[config.mk]
export PLATFORM = sky130hd
export DESIGN_NAME = puzzle_2_1_flat
export DESIGN_NICKNAME = d
export VERILOG_FILES = /design/src/rtl/puzzle_2_1_if.sv /design/src/rtl/puzzle_2_1.sv /design/src/flat_wrapper.sv
export SDC_FILE = /design/constraint.sdc
export NUM_CORES = 1
export LEC_CHECK = 0
export ABC_AREA = 1
export ABC_CLOCK_PERIOD_IN_PS = 11400
export CORE_UTILIZATION = 43
export DETAILED_ROUTE_END_ITERATION = 7
export DONT_BUFFER_PORTS = 1
export PLACE_DENSITY = 0.55
export REMOVE_ABC_BUFFERS = 1
export SYNTH_ARGS = -nofsm -noshare
export SYNTH_HDL_FRONTEND = slang
export SYNTH_SLANG_ARGS = --single-unit
[constraint.sdc]
create_clock -name clk -period 11.4 [get_ports clk]
set_input_delay 1.71 -clock clk [delete_from_list [all_inputs] [get_ports clk]]
set_output_delay 1.71 -clock clk [all_outputs]
set_load 0.05 [all_outputs]
[src/rtl/puzzle_2_1_if.sv]
// Request/completion bundle for the invalid-ID range scanner.
// The host drives a range in; the scanner reports completion and the running sum.
interface puzzle_2_1_if;
    logic        wr_en;
    logic [63:0] id1;
    logic [63:0] id2;
    logic        valid;
    logic [63:0] sum;

    modport master (output wr_en, id1, id2, input valid, sum);
    modport slave  (input wr_en, id1, id2, output valid, sum);
endinterface

[src/rtl/puzzle_2_1.sv]
// Streaming range scanner: sums IDs whose decimal digits are a repeated block,
// one inclusive range per request, accumulated since reset.
module puzzle_2_1 #(
    parameter int REPEAT_MODE = 0
) (
    input  logic        clk,
    input  logic        reset,
    puzzle_2_1_if.slave bus
);

    typedef enum logic [1:0] {IDLE, CONV, SCAN, DONE} state_t;

    state_t      state, state_next;
    logic [63:0] cand;
    logic [63:0] end_reg;
    logic [63:0] bin_sh;
    logic [63:0] sum_reg;
    logic [79:0] bcd;
    logic [79:0] bcd_adj;
    logic [79:0] bcd_inc;
    logic [5:0]  shift_cnt;
    logic        done_hold;
    logic        accept;
    logic        empty_req;
    logic        last_cand;
    logic        valid_int;
    logic        invalid;
    logic        match;
    logic        carry;
    logic [4:0]  num_digits;
    logic [3:0]  digit [20];

    assign empty_req = bus.id1 > bus.id2;
    assign last_cand = cand == end_reg;
    assign bus.valid = valid_int;
    assign bus.sum   = sum_reg;

    // Double-dabble pre-shift adjust and the decimal +1 carry chain share one walk over the digits.
    always_comb begin
        // NOTE: every combinational output gets a default first, so no path can infer a latch.
        bcd_adj = bcd;
        bcd_inc = bcd;
        carry   = 1'b1;
        for (int i = 0; i < 20; i++) begin
            digit[i] = bcd[4*i +: 4];
            if (bcd[4*i +: 4] >= 4'd5)
                bcd_adj[4*i +: 4] = bcd[4*i +: 4] + 4'd3;
            if (carry) begin
                if (bcd[4*i +: 4] == 4'd9) begin
                    bcd_inc[4*i +: 4] = 4'd0;
                end else begin
                    bcd_inc[4*i +: 4] = bcd[4*i +: 4] + 4'd1;
                    carry             = 1'b0;
                end
            end
        end
    end

    // For every possible length d and proper divisor period p, test periodicity;
    // only the length matching the candidate's actual digit count can flag it.
    always_comb begin
        num_digits = 5'd1;
        invalid    = 1'b0;
        match      = 1'b0;
        for (int i = 0; i < 20; i++)
            if (digit[i] != 4'd0) num_digits = 5'(i + 1);
        for (int d = 2; d <= 20; d++) begin
            for (int p = 1; p < d; p++) begin
                if ((d % p) == 0 && (REPEAT_MODE != 0 || 2 * p == d)) begin
                    match = 1'b1;
                    for (int i = 0; i + p < d; i++)
                        if (digit[i] != digit[i + p]) match = 1'b0;
                    if (match && int'(num_digits) == d) invalid = 1'b1;
                end
            end
        end
    end

    // An empty range spends one hidden cycle in DONE so its completion arrives one edge after acceptance.
    always_comb begin
        state_next = state;
        accept     = 1'b0;
        valid_int  = 1'b0;
        case (state)
            IDLE: accept = bus.wr_en;
            CONV: if (shift_cnt == 6'd63) state_next = SCAN;
            SCAN: if (last_cand) state_next = DONE;
            DONE: begin
                if (!done_hold) begin
                    valid_int  = 1'b1;
                    accept     = bus.wr_en;
                    state_next = IDLE;
                end
            end
            default: state_next = IDLE;
        endcase
        if (accept)
            state_next = empty_req ? DONE : CONV;
    end

    always_ff @(posedge clk) begin
        if (reset) begin
            state     <= IDLE;
            sum_reg   <= '0;
            done_hold <= 1'b0;
        end else begin
            state     <= state_next;
            done_hold <= accept && empty_req;
            if (state == SCAN && invalid)
                sum_reg <= sum_reg + cand;
        end
    end

    // NOTE: the datapath carries no reset; it is always reloaded on accept before the FSM reads it.
    always_ff @(posedge clk) begin
        if (accept) begin
            cand      <= bus.id1;
            end_reg   <= bus.id2;
            bin_sh    <= bus.id1;
            bcd       <= '0;
            shift_cnt <= '0;
        end else if (state == CONV) begin
            bcd       <= {bcd_adj[78:0], bin_sh[63]};
            bin_sh    <= {bin_sh[62:0], 1'b0};
            shift_cnt <= shift_cnt + 6'd1;
        end else if (state == SCAN && !last_cand) begin
            cand <= cand + 64'd1;
            bcd  <= bcd_inc;
        end
    end

endmodule

[src/flat_wrapper.sv]
// flat-port wrapper written by rule: the top's interface ports become plain ports
module puzzle_2_1_flat 
#(
    parameter int REPEAT_MODE = 0
)
  (clk, reset, bus_wr_en, bus_id1, bus_id2, bus_valid, bus_sum);
  puzzle_2_1_if bus_i ();
  input  logic clk;
  input  logic reset;
  input wire logic [$bits(bus_i.wr_en)-1:0] bus_wr_en;
  input wire logic [$bits(bus_i.id1)-1:0] bus_id1;
  input wire logic [$bits(bus_i.id2)-1:0] bus_id2;
  output wire logic [$bits(bus_i.valid)-1:0] bus_valid;
  output wire logic [$bits(bus_i.sum)-1:0] bus_sum;
  assign bus_i.wr_en = bus_wr_en;
  assign bus_i.id1 = bus_id1;
  assign bus_i.id2 = bus_id2;
  assign bus_valid = bus_i.valid;
  assign bus_sum = bus_i.sum;
  puzzle_2_1 #(.REPEAT_MODE(REPEAT_MODE)) u_core (.clk(clk), .reset(reset), .bus(bus_i));
endmodule
# Word level (Yosys, flattened, before mapping)
# Cells that the tools add are included.
totals:
  inputBits: 131
  ff_bits: 345
  elab_cells: 460
  output_inout_bits: 65
classes:
  n_reduce_logical: 78
  eq_ne: 94
  n_mux: 197
  addsub: 43
  order_cmp: 21
op_table:
  columns: ["cell", "n"]
  rows:
  - ["$mux W64", 5]
  - ["$mux W4", 66]
  - ["$ne A4 B4 Y1", 55]
  - ["$mux W80", 2]
  - ["$mux W1", 105]
  - ["$add A4 B1 Y4 const B", 20]
  - ["$eq A4 B4 Y1 const B", 20]
  - ["$ge A4 B3 Y1 const B", 20]
  - ["$reduce_bool A4 Y1", 20]
  - ["$add A4 B2 Y4 const B", 19]
  - ["$add A64 B1 Y64 const B", 1]
  - ["$add A64 B64 Y64", 1]
  - ["$eq A64 B64 Y1", 1]
  - ["$gt A64 B64 Y1", 1]
  - ["$reduce_bool A2 Y1", 22]
  - ["$reduce_and A2 Y1", 20]
  - ["$eq A5 B5 Y1 const B", 7]
  - ["$mux W5", 5]
  - ["$mux W3", 5]
  - ["$mux W2", 7]
  - ["$logic_and A1 B1 Y1", 13]
  - ["$eq A5 B4 Y1 const B", 2]
  - ["$add A6 B1 Y6 const B", 1]
  - ["$eq A6 B6 Y1 const B", 1]
  - ["other kinds (12)", 14]

# Longest topological paths before layout
depth:
  word_depth: 33
  depth_mapped: 28
  depth_no_buf: 26

# Worst setup path after synthesis
# Ideal clock, no wire load.
synth_path:
  path_type: "input to register"
  start: "in bus_wr_en"
  end: "reg u_core.cand[0] (enable)"
  required_ps: 10893
  setup_time_ps: 507
  n_path_buf: 2
  cell_stages: 4
  setup_slack_ps: 5466
  arrival_time_ps: 5427
  cell_sequence: "nand3_1 clkbuf_1 clkbuf_1 a21oi_1"
synth_via:
  elab_chain_len: 4
  word_cells_on_any_way: 5
synth_rtl:
  columns: ["item", "line", "source"]
  rows:
  - ["start: declaration", "flat_wrapper.sv:10", "input wire logic [$bits(bus_i.wr_en)-1:0] bus_wr_en;"]
  - ["$mux W1", "puzzle_2_1.sv:89", "if (!done_hold) begin"]
  - ["$pmux W1 S2 (*)", "puzzle_2_1.sv:84", "case (state)"]
  - ["$ne A2 B1 Y1 (no source line) or $reduce_bool A2 Y1 (tied branches)", null, null]
  - ["$reduce_and A2 Y1 (no source line) (*)", null, null]
  - ["end signal: assignment", "puzzle_2_1.sv:117", "cand <= bus.id1;"]
  - ["end signal: assignment", "puzzle_2_1.sv:127", "cand <= cand + 64'd1;"]
  - ["end: declaration", "puzzle_2_1.sv:14", "logic [63:0] cand;"]
# Mark *: on every way between the ends. The rest lies on a longest branch, timed or not.
# A chain may end at the register's enable or synchronous reset.

# Worst setup path in the final report
layout_path:
  start: "reg u_core.bcd[16]"
  end: "reg u_core.sum_reg[40] (netlist: u_core.bus.sum[40])"
layout_via:
  elab_chain_len: 30
  word_cells_on_any_way: 83
layout_rtl:
  columns: ["item", "line", "source"]
  rows:
  - ["start: declaration", "puzzle_2_1.sv:18", "logic [79:0] bcd;"]
  - ["start signal: assignment", "puzzle_2_1.sv:123", "bcd <= {bcd_adj[78:0], bin_sh[63]};"]
  - ["start signal: assignment", "puzzle_2_1.sv:128", "bcd <= bcd_inc;"]
  - ["$reduce_bool A4 Y1", "puzzle_2_1.sv:66", "if (digit[i] != 4'd0) num_digits = 5'(i + 1);"]
  - ["$mux W3 (3 in a row)", "puzzle_2_1.sv:66", null]
  - ["$mux W4 (8 in a row)", "puzzle_2_1.sv:66", null]
  - ["$mux W5 (5 in a row)", "puzzle_2_1.sv:66", null]
  - ["$eq A5 B3 Y1", "puzzle_2_1.sv:73", "if (match && int'(num_digits) == d) invalid = 1'b1;"]
  - ["$logic_and A1 B1 Y1", "puzzle_2_1.sv:73", null]
  - ["$mux W1 (9 in a row)", "puzzle_2_1.sv:73", null]
  - ["$mux W1 (*)", "puzzle_2_1.sv:73", null]
  - ["$logic_and A1 B1 Y1 (*)", "puzzle_2_1.sv:109", "if (state == SCAN && invalid)"]
  - ["end signal: assignment", "puzzle_2_1.sv:110", "sum_reg <= sum_reg + cand;"]
  - ["end: declaration", "puzzle_2_1.sv:17", "logic [63:0] sum_reg;"]
# Marks and branches as above.

==> key figures <==
Clock network
  • Clk slew on worst S/H paths: about 60 ps
  • Setup Fix Bufs, Post-CTS: 0
  • CTS Sinks: 345
  • CTS root buffer: clkbuf_16
  • CTS Buf Count: 44
  • Max Buffers Root-to-Sink: 3
  • Clk_lat worst skew: roughly 600 ps
  • CTS tree: done
  • H-tree Lvls: 2
  • CTS resizes: 0
  • Cts hold-fix bufs: 0

GRT
  • Pin count of the biggest net entering global routing: 145
  • Initial antenna violation count: 1
  • Vias in the first global route: roughly 25,000
  • Global-route wire length before repair: 147.2 mm
  • GRT Total Usage: between 20% and 30%
  • Remaining global-route overflow: 0

STA
  • Fmax: ~220 MHz
  • Worst slew margin: between 20% and 30%
  • Final Cycle Share: about two fifths
  • Final worst slack: about 6800 ps
  • Slew Limit Fails: 0
  • Skew final: 34.30 ps
  • Actual slew at the worst max-slew pin: 1050 ps
  • Post-layout minimum cycle time: roughly 4600 ps
  • Hold Worst Slack: ~460 ps
  • Sum Neg Setup Slack: 0 ps
  • Final Hold Vio Count: 0
  • Setup-failing EPs final: 0
  • RSZ-0062 raised after global routing: no

Flow run
  • Max-cap viol count: 0

Cells and area
  • Share of cells above drive strength 1: 4.300%
  • Most common cell after layout, fill and taps aside: nand2_1
  • Most flop-heavy register: u_core.bcd
  • P&R area growth vs syn: 6.713%
  • Most frequent cells in the layout: 911 x nand2_1, 536 x inv_1, 454 x nor2_1
  • Final instance area: about 0.031 mm2
  • NumNets Final: 4,389
  • Max reg flops: 80

Worst setup path
  • Crit path from: u_core.bcd[16]
  • FF-to-FF path depth: 19
  • WS Path Type: flop to flop
  • CP Max Fanout: 93
  • Critical Path End Type: flop
  • R2R Path End: u_core.bus.sum[40]
  • R2R Setup Slk: between 6000 and 7000 ps
  • Critical Path RT: 11,870 ps
  • Startpoint Class: flop
  • R2R Path Start: u_core.bcd[16]
  • CP arrival: a little over 5000 ps

Floorplan
  • Die Wd: about 260 um
  • Core area: between 0.06 and 0.07 mm2
  • Die H: 261.5 um
  • I/O pin count: 196
  • Rows: 94
  • Initial Util: between 40% and 50%
  • Area of the die: 0.06840 mm2

Pwr
  • Pwr dens: ~290 mW/mm2
  • Design Power: ~9000 uW
  • Leakage: 0.01443 uW
  • Maximum VDD drop: roughly 200 uV

Logic synthesis
  • EDFF count, synth: around 190
  • Synthesized area: slightly below 0.03 mm2
  • Synthesized area per cell: 7.011 um2
  • Sequential area share after synthesis: between 30% and 40%
  • Synth Flop Type: edfxtp_1
  • Asr flop ratio synth: 0%
  • Netlist cell types: 64
  • Synth Register Bits: 345
  • Ys Warns: 0
  • Post-synthesis cell count: just over 4,000

Placed design
  • Placed inst area: between 0.02 and 0.03 mm2
  • Number of buffers added on ports: 0
  • GP Congestion: 0.9868
  • Dpl ws: between 6000 and 7000 ps
  • DP Wirelength: approximately 74 mm

Detailed routing
  • Post-Route WL: approximately 97 mm
  • DR iter-0 viols: about 2,200
  • Drt pass-1 iters: 6
  • Antenna Nets Post-Route: 0
  • Wire length per cell: approximately 20 um
  • Routed vias/inst: 5.386
  • DRC errors left: 0
  • Via count: approximately 27,000

Outcome
  • Outcome: finished, final reports clean

Worst hold path
  • Hold Path Class: flop to flop
  • Hold depth: 1
  • Hold EP: u_core.shift_cnt[4]
  • Min-delay src: u_core.shift_cnt[4]
worst max-delay path by stage:
| stage | end | slack, ps | cells after the start |
|---|---|---|---|
| after floorplan | u_core.cand[0] | 1080 | 2 |
| after global placement | u_core.bus.sum[40] | 6880 | 19 |
| after detailed placement | u_core.bus.sum[24] | 6790 | 19 |
| after CTS | u_core.bus.sum[40] | 6790 | 19 |
| after global routing | u_core.bus.sum[43] | 6370 | 20 |
| final | u_core.bus.sum[40] | 6770 | 19 |
logic make-up after synthesis:
logic type / count (synthesis) / synth area share (%)
buffers and inverters: 735 / 10.22
AOI/OAI and AO/OA: 738 / 14.20
adders and majority gates: 224 / 9.703
DFF: 345 / 30.48
and+or+nand+nor: 1777 / 25.95
xor gates and xnor gates: 312 / 9.435
metal layers:
layer  GRT usage [%]  wire, um  share of wire (%)  up-vias
li1                -         -                  -    13383
met1           36.02     42340                 44    12267
met2           46.97     45550                 47      761
met3           3.678      5348                5.5      172
met4           11.14      3817                3.9        0
met5               0         0                  0        -
worst max-delay path, stage by stage (launching register included):
cell,delay (ps)
dfxtp_1,810
inv_1,340
ha_1,320
nand2_1,100
nor2_1,60
and2_1,220
nand2_1,70
nand2_1,50
nand2_2,90
nand2_2,60
a21oi_2,160
nand3b_1,90
nand2_1,80
nand2_1,50
nand4_1,120
nand2_1,130
inv_2,610
nand2_4,670
nor2_1,320
nor2_1,70
cell usage after synthesis (4+ instances only):
| cell | number | area share, % |
|---|---|---|
| a32oi_1 | 12 | 0.36 |
| and3_1 | 4 | 0.086 |
| o31ai_1 | 4 | 0.10 |
| a211oi_1 | 18 | 0.47 |
| nand2_1 | 912 | 12 |
| o22ai_1 | 24 | 0.52 |
| nor3_1 | 69 | 1.2 |
| nor2_1 | 454 | 5.9 |
| xor2_1 | 191 | 5.8 |
| a311oi_1 | 9 | 0.27 |
| buf_4 | 6 | 0.16 |
| buf_2 | 70 | 1.2 |
| or2_2 | 10 | 0.22 |
| o21ai_1 | 8 | 0.14 |
| a31oi_1 | 39 | 0.84 |
| nand3_1 | 168 | 2.9 |
| clkbuf_1 | 60 | 0.78 |
| dfxtp_1 | 153 | 11 |
| nor4_1 | 34 | 0.73 |
| a221oi_1 | 6 | 0.18 |
| nand2_2 | 13 | 0.28 |
| o21ai_0 | 270 | 4.7 |
| o211ai_1 | 7 | 0.18 |
| o2111ai_1 | 5 | 0.15 |
| inv_2 | 36 | 0.47 |
| ha_1 | 223 | 9.6 |
| inv_1 | 538 | 7.0 |
| buf_1 | 11 | 0.14 |
| o21a_1 | 13 | 0.34 |
| nor2_2 | 9 | 0.19 |
| o21bai_1 | 6 | 0.16 |
| a22oi_1 | 6 | 0.16 |
| xnor2_1 | 121 | 3.7 |
| edfxtp_1 | 192 | 20 |
| nor2_4 | 5 | 0.19 |
| a21o_1 | 10 | 0.26 |
| nand4_1 | 82 | 1.8 |
| buf_6 | 12 | 0.47 |
| a21oi_1 | 287 | 5.0 |
report_power, final:
part / total, uW / switching (uW) / internal, uW
clock: 1470 / 581 / 884
sequential: 3070 / 1070 / 1990
combinational: 4420 / 2980 / 1440
total: 8950 / 4630 / 4320
through the flow:
step | util [%] | cells
final | 46.68 | 4936
after floorplan | - | 3972
after global routing | 46.67 | 4934
after CTS | 46.67 | 4934
after global placement | 44.44 | 4852
after detailed placement | 44.44 | 4852
cell type report:
type / count / area (um2)
fillers: 6838 / 35310
multi-input cells: 3051 / 17210
flip-flops and latches: 345 / 8828
inverters: 576 / 2168
clock buffers: 64 / 1227
well taps: 864 / 1081
clock inverters: 18 / 251.5
repair buffers: 16 / 132.6
diodes: 2 / 5.005
Power figures use the tool's default switching activity.
